File: src/rtl/up_counter_seq_pkg.sv
// -----------------------------------------------------------------------------
// up_counter_seq_pkg
//
// Shared definitions for the up-counter run controller:
//   - state_e  : sequencer FSM states (IDLE, RUN, HOLD)
//   - CNT_W    : width of the counter datapath (3 bits, Q0..Q2)
//   - PRESC_W  : width of the prescale counter (PRESCALE up to 16)
//   - is_terminal() : compare helper for the terminal-count condition
// -----------------------------------------------------------------------------
package up_counter_seq_pkg;

  localparam int CNT_W   = 3;
  localparam int PRESC_W = 4;

  typedef enum logic [1:0] {
    IDLE = 2'd0,
    RUN  = 2'd1,
    HOLD = 2'd2
  } state_e;

  // True when the running count has reached the latched terminal value.
  function automatic logic is_terminal(input logic [CNT_W-1:0] count,
                                       input logic [CNT_W-1:0] limit_r);
    return (count == limit_r);
  endfunction

endpackage : up_counter_seq_pkg

File: src/rtl/up_counter_seq_prescaler.sv
// -----------------------------------------------------------------------------
// up_counter_seq_prescaler
//
// Divides the clock down to one count step every PRESCALE clocks. The
// prescale register only advances while enabled and not frozen, so a pause
// keeps the partial step intact and resumes from exactly where it stopped.
//
// Parameters:
//   PRESCALE  clocks per count step, 1..16
//
// Ports:
//   CLK      in   system clock, rising edge
//   not_RST  in   asynchronous active-low reset
//   enable   in   prescaler runs (sequencer is in RUN)
//   clear    in   force the prescale register to zero on the next edge
//   freeze   in   hold the prescale register and suppress tick
//   tick     out  combinational: this cycle completes a count step
// -----------------------------------------------------------------------------
module up_counter_seq_prescaler
  import up_counter_seq_pkg::*;
#(
  parameter int PRESCALE = 1
) (
  input  logic CLK,
  input  logic not_RST,
  input  logic enable,
  input  logic clear,
  input  logic freeze,
  output logic tick
);

  localparam logic [PRESC_W-1:0] LAST = PRESC_W'(PRESCALE - 1);

  logic [PRESC_W-1:0] presc_q;
  logic [PRESC_W-1:0] presc_d;
  logic               at_last;
  logic               advance;

  assign at_last = (presc_q == LAST);
  assign advance = enable & ~freeze;
  assign tick    = advance & at_last;

  always_comb begin
    presc_d = presc_q;
    if (clear) begin
      presc_d = '0;
    end else if (advance) begin
      // Wrap on the step boundary; with PRESCALE=1 this keeps presc at 0
      // and every enabled, unfrozen cycle is a tick.
      presc_d = at_last ? '0 : presc_q + 1'b1;
    end
  end

  always_ff @(posedge CLK or negedge not_RST) begin
    if (!not_RST) begin
      presc_q <= '0;
    end else begin
      presc_q <= presc_d;
    end
  end

endmodule : up_counter_seq_prescaler

File: src/rtl/up_counter_sequencer.sv
// -----------------------------------------------------------------------------
// up_counter_sequencer
//
// Run controller for the 3-bit up counter. A run is requested with a
// start_req/start_ack handshake; the terminal count is latched on the
// accepting edge. The count then advances once every PRESCALE clocks,
// can be paused (HOLD) or aborted, and a normal completion emits a
// single-cycle done pulse. All outputs come straight from flops.
//
// Build option:
//   UP_COUNTER_SEQ_AUTO_RELOAD_EN  when defined, a terminal step pulses done,
//                                  restarts the count at 0 and stays in RUN;
//                                  only abort ends the run.
//
// Parameters:
//   PRESCALE   clocks per count step, 1..16 (default 1)
//
// Ports:
//   CLK        in   system clock, rising edge
//   not_RST    in   asynchronous active-low reset
//   start_req  in   run request, held by the requester until start_ack
//   limit[2:0] in   terminal count, sampled on the accepting edge only
//   pause      in   level, freezes counting while high
//   abort      in   level, ends a run without done
//   start_ack  out  one-cycle pulse on the accepting edge
//   busy       out  high from acceptance until the run ends
//   paused     out  high while in HOLD
//   done       out  one-cycle pulse on normal completion
//   Q0,Q1,Q2   out  current count, LSB first
// -----------------------------------------------------------------------------
module up_counter_sequencer
  import up_counter_seq_pkg::*;
#(
  parameter int PRESCALE = 1
) (
  input  logic             CLK,
  input  logic             not_RST,
  input  logic             start_req,
  input  logic [CNT_W-1:0] limit,
  input  logic             pause,
  input  logic             abort,
  output logic             start_ack,
  output logic             busy,
  output logic             paused,
  output logic             done,
  output logic             Q0,
  output logic             Q1,
  output logic             Q2
);

  state_e           state_q;
  state_e           state_d;
  logic [CNT_W-1:0] count_q;
  logic [CNT_W-1:0] count_d;
  logic [CNT_W-1:0] limit_q;
  logic [CNT_W-1:0] limit_d;
  logic             ack_q;
  logic             ack_d;
  logic             busy_q;
  logic             busy_d;
  logic             paused_q;
  logic             paused_d;
  logic             done_q;
  logic             done_d;

  logic             tick;
  logic             presc_en;
  logic             presc_clr;

  // The prescaler only runs in RUN. Holding it cleared while idle means the
  // accepting edge always starts a run with presc=0. In HOLD it is simply
  // not enabled, which freezes the partial step.
  assign presc_en  = (state_q == RUN);
  assign presc_clr = (state_q == IDLE);

  up_counter_seq_prescaler #(
    .PRESCALE (PRESCALE)
  ) u_prescaler (
    .CLK     (CLK),
    .not_RST (not_RST),
    .enable  (presc_en),
    .clear   (presc_clr),
    .freeze  (pause),
    .tick    (tick)
  );

  // Next-state and output decode. Priority inside RUN:
  // abort, then a tick (terminal or not), then pause. A tick can only occur
  // with pause low, so a terminal step is never shadowed by pause.
  always_comb begin
    state_d  = state_q;
    count_d  = count_q;
    limit_d  = limit_q;
    ack_d    = 1'b0;
    done_d   = 1'b0;
    busy_d   = busy_q;
    paused_d = paused_q;

    case (state_q)
      IDLE: begin
        if (start_req) begin
          state_d = RUN;
          ack_d   = 1'b1;
          busy_d  = 1'b1;
          count_d = '0;
          limit_d = limit;
        end
      end

      RUN: begin
        if (abort) begin
          state_d  = IDLE;
          busy_d   = 1'b0;
          paused_d = 1'b0;
        end else if (tick) begin
          if (is_terminal(count_q, limit_q)) begin
            done_d = 1'b1;
`ifdef UP_COUNTER_SEQ_AUTO_RELOAD_EN
            // Continuous mode: restart the count, stay busy in RUN.
            count_d = '0;
`else
            // Single run: the count stays parked at the terminal value.
            state_d = IDLE;
            busy_d  = 1'b0;
`endif
          end else begin
            count_d = count_q + 1'b1;
          end
        end else if (pause) begin
          state_d  = HOLD;
          paused_d = 1'b1;
        end
      end

      HOLD: begin
        if (abort) begin
          state_d  = IDLE;
          busy_d   = 1'b0;
          paused_d = 1'b0;
        end else if (!pause) begin
          // Back to RUN; the prescaler picks up from its frozen value on
          // the following cycle, so no step is lost or repeated.
          state_d  = RUN;
          paused_d = 1'b0;
        end
      end

      default: begin
        state_d  = IDLE;
        busy_d   = 1'b0;
        paused_d = 1'b0;
      end
    endcase
  end

  always_ff @(posedge CLK or negedge not_RST) begin
    if (!not_RST) begin
      state_q  <= IDLE;
      count_q  <= '0;
      limit_q  <= '0;
      ack_q    <= 1'b0;
      busy_q   <= 1'b0;
      paused_q <= 1'b0;
      done_q   <= 1'b0;
    end else begin
      state_q  <= state_d;
      count_q  <= count_d;
      limit_q  <= limit_d;
      ack_q    <= ack_d;
      busy_q   <= busy_d;
      paused_q <= paused_d;
      done_q   <= done_d;
    end
  end

  assign start_ack = ack_q;
  assign busy      = busy_q;
  assign paused    = paused_q;
  assign done      = done_q;
  assign Q0        = count_q[0];
  assign Q1        = count_q[1];
  assign Q2        = count_q[2];

endmodule : up_counter_sequencer
File: config.mk
export PLATFORM = sky130hd
export DESIGN_NAME = up_counter_sequencer
export DESIGN_NICKNAME = d
export VERILOG_FILES = /design/src/rtl/up_counter_seq_pkg.sv /design/src/rtl/up_counter_seq_prescaler.sv /design/src/rtl/up_counter_sequencer.sv
export SDC_FILE = /design/constraint.sdc
export NUM_CORES = 1
export LEC_CHECK = 0
export ABC_AREA = 1
export BUFFER_PORTS_ARGS = -buffer_cell sky130_fd_sc_hd__buf_2
export CAP_MARGIN = 20
export CELL_PAD_IN_SITES_DETAIL_PLACEMENT = 0
export CELL_PAD_IN_SITES_GLOBAL_PLACEMENT = 2
export CORE_ASPECT_RATIO = 0.6
export CORE_UTILIZATION = 33
export CTS_BUF_LIST = sky130_fd_sc_hd__clkbuf_2
export CTS_CLUSTER_DIAMETER = 200
export DETAILED_ROUTE_END_ITERATION = 6
export PLACE_DENSITY_LB_ADDON = 0.1
export SETUP_SLACK_MARGIN = 0.2
export SLEW_MARGIN = 20
export SYNTH_ARGS = -nofsm -noshare
export SYNTH_HDL_FRONTEND = slang
export SYNTH_HIERARCHICAL = 1
export SYNTH_SLANG_ARGS = --single-unit
File: constraint.sdc
create_clock -name CLK -period 1.6 [get_ports CLK]
set_input_delay 0.32 -clock CLK [delete_from_list [all_inputs] [get_ports CLK]]
set_output_delay 0.32 -clock CLK [all_outputs]
set_load 0.05 [all_outputs]
==> impl_table.tex, run 1 <==
\begin{tabular}{lr}
\hline
Metric & Value \\
\hline
\multicolumn{2}{l}{\textbf{Critical path}} \\
Critical path buffer and inverter count & 1 \\
Critical Path Source Type & register \\
Crit path cell chain & clkbuf\_4 \\
Arrival time worst endpoint & 1.05 ns \\
Critical Path Max Stage Delay & 0.48 ns \\
Critical Path Slowest Stage Cell & sky130\_fd\_sc\_hd\_\_dfrtp\_1 \\
Crit. End Element & primary output \\
CP required & 1.28 ns \\
Worst setup path class & reg -> out \\
Largest delay contributor family on the critical path & flip-flops \\
Max Fanout on Critical Path & 5 \\
\multicolumn{2}{l}{\textbf{Power}} \\
Static Leakage & 0.000685 uW \\
Maximum vdd drop & 0.000694 V \\
Overall power after layout & 2170 uW \\
Pwr Density & 1790 nW/um\^{}2 \\
\multicolumn{2}{l}{\textbf{Global routing}} \\
Initial antenna violation count & 0 \\
Via count of the first global-routing pass & 749 \\
Pin count of the biggest net entering global routing & 17 \\
Global-route wire length before repair & 3.59 mm \\
GR Util All Layers & 15.5\% \\
Total overflow reported by the global router & 0 \\
\multicolumn{2}{l}{\textbf{Clock tree}} \\
Clock-pin slew on the worst setup and hold paths & 0.16 ns \\
Number of H-tree branching levels & 1 \\
CTS tree & done \\
Skew-Pair Late Insertion Delay & 0.29 ns \\
Root buffer selected by CTS & sky130\_fd\_sc\_hd\_\_clkbuf\_2 \\
Clock tree buffer depth & 2 \\
Clock Sink Count & 16 \\
Number of buffers added by the clock tree synthesis step & 3 \\
\multicolumn{2}{l}{\textbf{Placement}} \\
Port buffer count & 14 \\
Final weighted congestion of routability-driven global placement & 0.839 \\
Post-DP HPWL & 1.52 mm \\
\multicolumn{2}{l}{\textbf{Hold path}} \\
Worst hold-check path type & in -> reg \\
\multicolumn{2}{l}{\textbf{Drt}} \\
Avg WL per Cell & 10.9 um \\
Drt drc & 0 \\
DRC violation total after the first TritonRoute iteration & 43 \\
Count of antenna-violating nets left after detailed routing & 0 \\
Routed via count divided by cell count & 4.30 \\
Detailed-route wire length & 2.04 mm \\
First drt pass iteration count & 4 \\
Total via count after detailed routing & 805 \\
\multicolumn{2}{l}{\textbf{Final layout}} \\
Number of diodes & 0 \\
Multi-input combinational cell area & 498 sq um \\
FILL cells & 271 \\
Net count reported at finish & 167 \\
Share of post-route cells with drive strength above 1 & 31.6\% \\
Storage element area & 400 sq um \\
Area added between synthesis and finish & 27.1\% \\
\multicolumn{2}{l}{\textbf{Synth}} \\
Number of warnings issued by yosys & 6 \\
Post-synth top area share & 41.9\% \\
Most repeated cell in the gate-level netlist after synthesis & sky130\_fd\_sc\_hd\_\_nand2\_1 \\
Cell taking the most area after synthesis & sky130\_fd\_sc\_hd\_\_dfrtp\_1 \\
Number of storage elements in the synthesis netlist & 16 \\
Mapped Avg Cell Area & 7.58 sq um \\
Synth Flop Type & sky130\_fd\_sc\_hd\_\_dfrtp\_1 \\
Count of distinct cell types in the synthesized netlist & 20 \\
Top cells by area, synth & sky130\_fd\_sc\_hd\_\_dfrtp\_1 42\%, sky130\_fd\_sc\_hd\_\_nand2\_1 17\%, sky130\_fd\_sc\_hd\_\_inv\_1 6.3\% \\
Post-synth EDFFs & 0 \\
Fraction of the yosys area taken by sequential cells & 41.9\% \\
Post-synthesis net count & 137 \\
Cell area after synthesis & 955 sq um \\
Proportion of synthesized flip-flops having asynchronous set or reset & 100\% \\
Cells after Synth & 126 \\
Top cell types by occurrence after synthesis & 43 x sky130\_fd\_sc\_hd\_\_nand2\_1, 16 x sky130\_fd\_sc\_hd\_\_dfrtp\_1, 16 x sky130\_fd\_sc\_hd\_\_inv\_1 \\
\multicolumn{2}{l}{\textbf{Floorplanning}} \\
Number of core rows & 14 \\
Die outline width & 71.4 um \\
Overall die height & 43.7 um \\
Die area & 3120 sq um \\
I/O pin count & 15 \\
Placeable core region & 2630 sq um \\
Starting density of the core & 36.3\% \\
\multicolumn{2}{l}{\textbf{STA}} \\
Final worst path period need & 1.37 ns \\
Crit share post-route & 85.6\% \\
Total negative slack & 0 ns \\
Number of max-slew violations in the final report & 0 \\
Highest achievable clock rate & 730 MHz \\
Worst slew margin relative to its limit & 75.6\% \\
Setup violators final & 0 \\
Setup repair after global routing missed its margin & true \\
Clock Skew & 0.00729 ns \\
Final Hold Violating Endpoints & 0 \\
Measured slew at the worst slew-check pin & 0.367 ns \\
\multicolumn{2}{l}{\textbf{Run}} \\
Max Cap Viol & 0 \\
\multicolumn{2}{l}{\textbf{Outcome}} \\
Outcome & completed \\
\hline
\end{tabular}
-- power by group --
part           switching, uW  leakage, uW  total, uW  internal (uW)
registers                108     0.000210        647            538
logic                    846     0.000460       1340            494
clock network            127    0.0000140        182           54.3
-- timing repair --
| item | 4_1_cts | 5_1_grt |
|---|---|---|
| buffers inserted | 4 | 5 |
| pin swaps | 0 | 5 |
| hold endpoints to repair | 16 | 0 |
| hold buffers | 1 | 0 |
| gates resized for setup | 2 | 7 |
| gates cloned | 0 | 0 |
| endpoints found under the setup margin | 7 | 11 |
-- worst reg2reg max path, stage by stage, from the launching register on --
cell and delay, ns:
sky130_fd_sc_hd__dfrtp_1 0.41, sky130_fd_sc_hd__inv_1 0.06, sky130_fd_sc_hd__ha_1 0.15, sky130_fd_sc_hd__nand2_2 0.09, sky130_fd_sc_hd__nor2_4 0.14, sky130_fd_sc_hd__inv_1 0.05, sky130_fd_sc_hd__nand2_1 0.05, sky130_fd_sc_hd__nor2_1 0.04
sky130_fd_sc_hd__nor2_2 0.11, sky130_fd_sc_hd__nand2_1 0.07, sky130_fd_sc_hd__nand2_1 0.05, sky130_fd_sc_hd__nand2_1 0.04
-- sequential cells by signal, indices dropped and copies added, names as in the netlist --
register and flops:
u_prescaler/presc_q 4, count_q 3, limit_q 3, state_q 2, busy 1, done 1
paused 1, start_ack 1
-- cells in the final DEF (no fill, tap or decap), drive strengths merged --
master / n
nor2: 18
buf: 22
o21ai: 4
nand4: 4
inv: 21
dlygate4sd3: 1
a211oi: 1
nand3: 8
xnor2: 2
clkbuf: 5
nand2: 49
clkinv: 1
ha: 3
dfrtp: 16
-- kinds of logic (layout without fill, tap and decap cells) --
logic type / after synthesis / in the layout / synth area share [%]
DFF: 16 / 16 / 41.9
AOI/OAI and AO/OA: 5 / 5 / 3.67
and+or+nand+nor: 79 / 79 / 40.1
adders and majority gates: 3 / 3 / 3.93
buffers and inverters: 21 / 50 / 8.52
xor gates and xnor gates: 2 / 2 / 1.84
-- stage by stage --
step / setup WS, ns / hold WS (ns) / std cells / utilization (%) / instance area [sq um]
global route: 0.103 / 0.192 / 187 / 46.2 / 1210
finish: 0.231 / 0.225 / 187 / 46.2 / 1210
global placement: 0.0891 / 0.256 / 173 / 40.9 / 1070
detailed placement: 0.103 / 0.260 / 173 / 40.9 / 1070
CTS: 0.197 / 0.201 / 182 / 43.4 / 1140
floorplan: 0.226 / 0.0244 / 126 / - / 957
-- final timing paths --
kind,startpoint,endpoint,slack (ns),cells after the start
worst min-delay path,limit[1],limit_q[1]$_DFFE_PN0P_,0.22,3
worst max register to register,u_prescaler/presc_q[0]$_DFFE_PN0P_,state_q[0]$_DFFE_PN0P_,0.27,11
worst min register to register,paused$_DFFE_PN0P_,paused$_DFFE_PN0P_,0.50,2
max in group asynchronous,not_RST,u_prescaler/presc_q[1]$_DFFE_PN0P_,0.88,2
worst max-delay path,count_q[2]$_DFFE_PN0P_,Q2,0.23,1
min in group asynchronous,not_RST,paused$_DFFE_PN0P_,0.45,2
-- cell type report --
class | count | area share [%]
inverters | 21 | 6.70
multi-input cells | 89 | 41.0
repair buffers | 25 | 14.4
flip-flops and latches | 16 | 33.0
clock inverters | 1 | 0.309
clock buffers | 3 | 1.24
well taps | 32 | 3.30
-- layer usage --
| metal | routed length (um) | global-route usage, % | vias to the layer above | share of wire [%] |
|---|---|---|---|---|
| met5 | 0 | 0 | - | 0 |
| met4 | 8 | 2.40 | 0 | 0.39 |
| met3 | 92 | 5.81 | 2 | 4.5 |
| met2 | 808 | 21.9 | 15 | 40 |
| met1 | 1130 | 22.8 | 342 | 55 |
| li1 | - | - | 446 | - |
Power figures use the tool's default switching activity.
==> inputs of run 2 (changes only) <==
--- a/config.mk
+++ b/config.mk
@@ -9,9 +9,9 @@
 export BUFFER_PORTS_ARGS = -buffer_cell sky130_fd_sc_hd__buf_2
 export CAP_MARGIN = 20
 export CELL_PAD_IN_SITES_DETAIL_PLACEMENT = 0
-export CELL_PAD_IN_SITES_GLOBAL_PLACEMENT = 2
+export CELL_PAD_IN_SITES_GLOBAL_PLACEMENT = 1
 export CORE_ASPECT_RATIO = 0.6
-export CORE_UTILIZATION = 33
+export CORE_UTILIZATION = 42
 export CTS_BUF_LIST = sky130_fd_sc_hd__clkbuf_2
 export CTS_CLUSTER_DIAMETER = 200
 export DETAILED_ROUTE_END_ITERATION = 6
==> run 2 against run 1 <==
  * Critical path type is now reg -> reg
  * Sequential power grew 0.6%
  * Maximum frequency shrank 3.1%
  * Setup slack lost 0.044 ns
==> impl_table.tex, run 2 (same netlist as run 1, synthesis figures left out) <==
\begin{tabular}{lr}
\hline
Metric & Value \\
\hline
\multicolumn{2}{l}{\textbf{Global routing}} \\
Total overflow reported by the global router & 0 \\
GR Util All Layers & 18.8\% \\
Pin count of the biggest net entering global routing & 17 \\
Via count of the first global-routing pass & 695 \\
Global-route wire length before repair & 3.26 mm \\
Initial antenna violation count & 0 \\
\multicolumn{2}{l}{\textbf{Placement}} \\
Final weighted congestion of routability-driven global placement & 0.844 \\
Port buffer count & 14 \\
Cell total after placement & 169 \\
Placement Setup Slack & 0.0804 ns \\
Post-DP HPWL & 1.53 mm \\
\multicolumn{2}{l}{\textbf{STA}} \\
Setup repair after global routing missed its margin & true \\
Crit share post-route & 88.3\% \\
Highest achievable clock rate & 708 MHz \\
Crit path setup slack, layout & 0.187 ns \\
Final worst path period need & 1.41 ns \\
Worst slew margin relative to its limit & 75.6\% \\
Number of max-slew violations in the final report & 0 \\
Setup violators final & 0 \\
Measured slew at the worst slew-check pin & 0.366 ns \\
Final Hold Violating Endpoints & 0 \\
Clock Skew & 0.0247 ns \\
Total negative slack & 0 ns \\
\multicolumn{2}{l}{\textbf{Drt}} \\
Total via count after detailed routing & 878 \\
First drt pass iteration count & 4 \\
Count of antenna-violating nets left after detailed routing & 0 \\
Detailed-route wire length & 2.20 mm \\
Routed via count divided by cell count & 4.75 \\
Routed length on met3 & 193 um \\
Avg WL per Cell & 11.9 um \\
Detail Route met2 WL & 907 um \\
Drt drc & 0 \\
Sum of routed wire segments on met1 & 1.09 mm \\
Highest metal layer with signal wires & met4 \\
DRC violation total after the first TritonRoute iteration & 51 \\
\multicolumn{2}{l}{\textbf{Final layout}} \\
Share of post-route cells with drive strength above 1 & 36.3\% \\
Biggest register & u\_prescaler/presc\_q \\
Top library cells by usage in the layout, fill and taps aside & 43 x sky130\_fd\_sc\_hd\_\_nand2\_1, 14 x sky130\_fd\_sc\_hd\_\_inv\_1, 13 x sky130\_fd\_sc\_hd\_\_dfrtp\_1, 13 x sky130\_fd\_sc\_hd\_\_buf\_4 \\
Net count reported at finish & 169 \\
Count of placed standard cells in the final layout, fillers left out & 185 \\
Leading cell type in the layout, fill and taps excluded & sky130\_fd\_sc\_hd\_\_nand2\_1 \\
Flip-flop count of the largest register, all copies and words added & 4 \\
Registers with the most flip-flops & u\_prescaler/presc\_q (4), count\_q (3), limit\_q (3) \\
Area added between synthesis and finish & 29.8\% \\
FILL cells & 187 \\
Number of diodes & 0 \\
\multicolumn{2}{l}{\textbf{Critical path}} \\
Arrival time worst endpoint & 1.64 ns \\
Worst setup path class & reg -> reg \\
Crit. End Element & register \\
CP required & 1.83 ns \\
Critical Path Slowest Stage Cell & sky130\_fd\_sc\_hd\_\_dfrtp\_1 \\
Max Fanout on Critical Path & 3 \\
Critical path's most frequent cell & sky130\_fd\_sc\_hd\_\_nand2\_1 \\
Crit path cell chain & inv\_2 -> ha\_4 -> nand2\_4 -> nor2\_4 -> inv\_1 -> nand2\_1 -> nor2\_1 -> nor2\_2 -> nand2\_1 -> nand2\_1 -> nand2\_1 \\
Critical Path Source Type & register \\
Critical Path Max Stage Delay & 0.43 ns \\
\multicolumn{2}{l}{\textbf{Floorplanning}} \\
I/O pin count & 15 \\
Die area & 2470 sq um \\
Placeable core region & 1980 sq um \\
Overall die height & 38.9 um \\
Number of core rows & 12 \\
Starting density of the core & 48.2\% \\
Die outline width & 63.6 um \\
\multicolumn{2}{l}{\textbf{Power}} \\
Pwr Density & 1860 nW/um\^{}2 \\
Static Leakage & 0.000692 uW \\
Maximum vdd drop & 0.000863 V \\
\multicolumn{2}{l}{\textbf{Clock tree}} \\
Clock tree buffer depth & 2 \\
Clock-pin slew on the worst setup and hold paths & 0.18 ns \\
Clock Sink Count & 16 \\
Root buffer selected by CTS & sky130\_fd\_sc\_hd\_\_clkbuf\_2 \\
Skew-Pair Late Insertion Delay & 0.31 ns \\
CTS tree & done \\
Number of H-tree branching levels & 1 \\
Number of buffers added by the clock tree synthesis step & 3 \\
\multicolumn{2}{l}{\textbf{Outcome}} \\
Outcome & completed \\
\multicolumn{2}{l}{\textbf{Run}} \\
Max Cap Viol & 0 \\
\multicolumn{2}{l}{\textbf{Hold path}} \\
Worst hold-check path type & in -> reg \\
\hline
\end{tabular}
-- run 2: changes by cell type in the layout (fill, tap and decap cells not counted), sizes merged --
cell and delta:
clkbuf -1, buf +3
-- run 2: critical path, delay by kind of cell, from the launching register on --
| kind | cells | cell delay, ns |
|---|---|---|
| flops | 1 | 0.43 |
| buf+inv | 2 | 0.14 |
| fa+ha+maj | 1 | 0.14 |
| simple gates | 8 | 0.63 |
-- run 2: layout make-up --
| cell class | count | area, sq um | area share, % |
|---|---|---|---|
| Clock buffer | 3 | 15.0 | 1.21 |
| Clock inverter | 1 | 3.75 | 0.303 |
| Inverter | 21 | 81.3 | 6.57 |
| Multi-Input combinational cell | 89 | 518 | 41.8 |
| Sequential cell | 16 | 404 | 32.6 |
| Tap cell | 28 | 35.0 | 2.83 |
| Timing Repair Buffer | 27 | 181 | 14.6 |
-- run 2: power breakdown --
part           total (uW)  internal, uW  switching [uW]
Sequential            651           541             110
Combinational        1460           558             902
Clock                 192          54.4             138
-- run 2: stage by stage --
step	util, %	area [sq um]	total power [uW]	hold WS, ns
floorplan	-	957	1540	0.0244
global placement	54.0	1070	1760	0.255
detailed placement	54.0	1070	1780	0.258
CTS	58.4	1160	2080	0.212
global route	62.5	1240	2480	0.182
finish	62.5	1240	2300	0.222
-- run 2: final timing paths --
kind,start,end,slack (ns),depth (start not counted)
setup reg to reg,u_prescaler/presc_q[1]$_DFFE_PN0P_,state_q[0]$_DFFE_PN0P_,0.19,11
hold reg to reg,busy$_DFFE_PN0P_,busy$_DFFE_PN0P_,0.50,2
hold / removal,limit[1],limit_q[1]$_DFFE_PN0P_,0.22,3
min in group asynchronous,not_RST,u_prescaler/presc_q[2]$_DFFE_PN0P_,0.42,2
max in group asynchronous,not_RST,state_q[1]$_DFFE_PN0P_,0.89,2
setup / recovery,u_prescaler/presc_q[1]$_DFFE_PN0P_,state_q[0]$_DFFE_PN0P_,0.19,11
-- run 2: timing repair --
action / CTS / global route
gates cloned: 0 / 0
setup buffers: 5 / 6
endpoints found under the setup margin: 8 / 10
pin swaps: 1 / 6
hold buffers: 1 / 0
hold endpoints to repair: 16 / 0
resized for setup: 6 / 12
-- run 2: metal layers --
layer / vias up / GRT usage [%]
li1: 450 / -
met1: 391 / 27.8
met2: 35 / 25.3
met3: 2 / 7.35
met4: 0 / 3.41
met5: - / 0
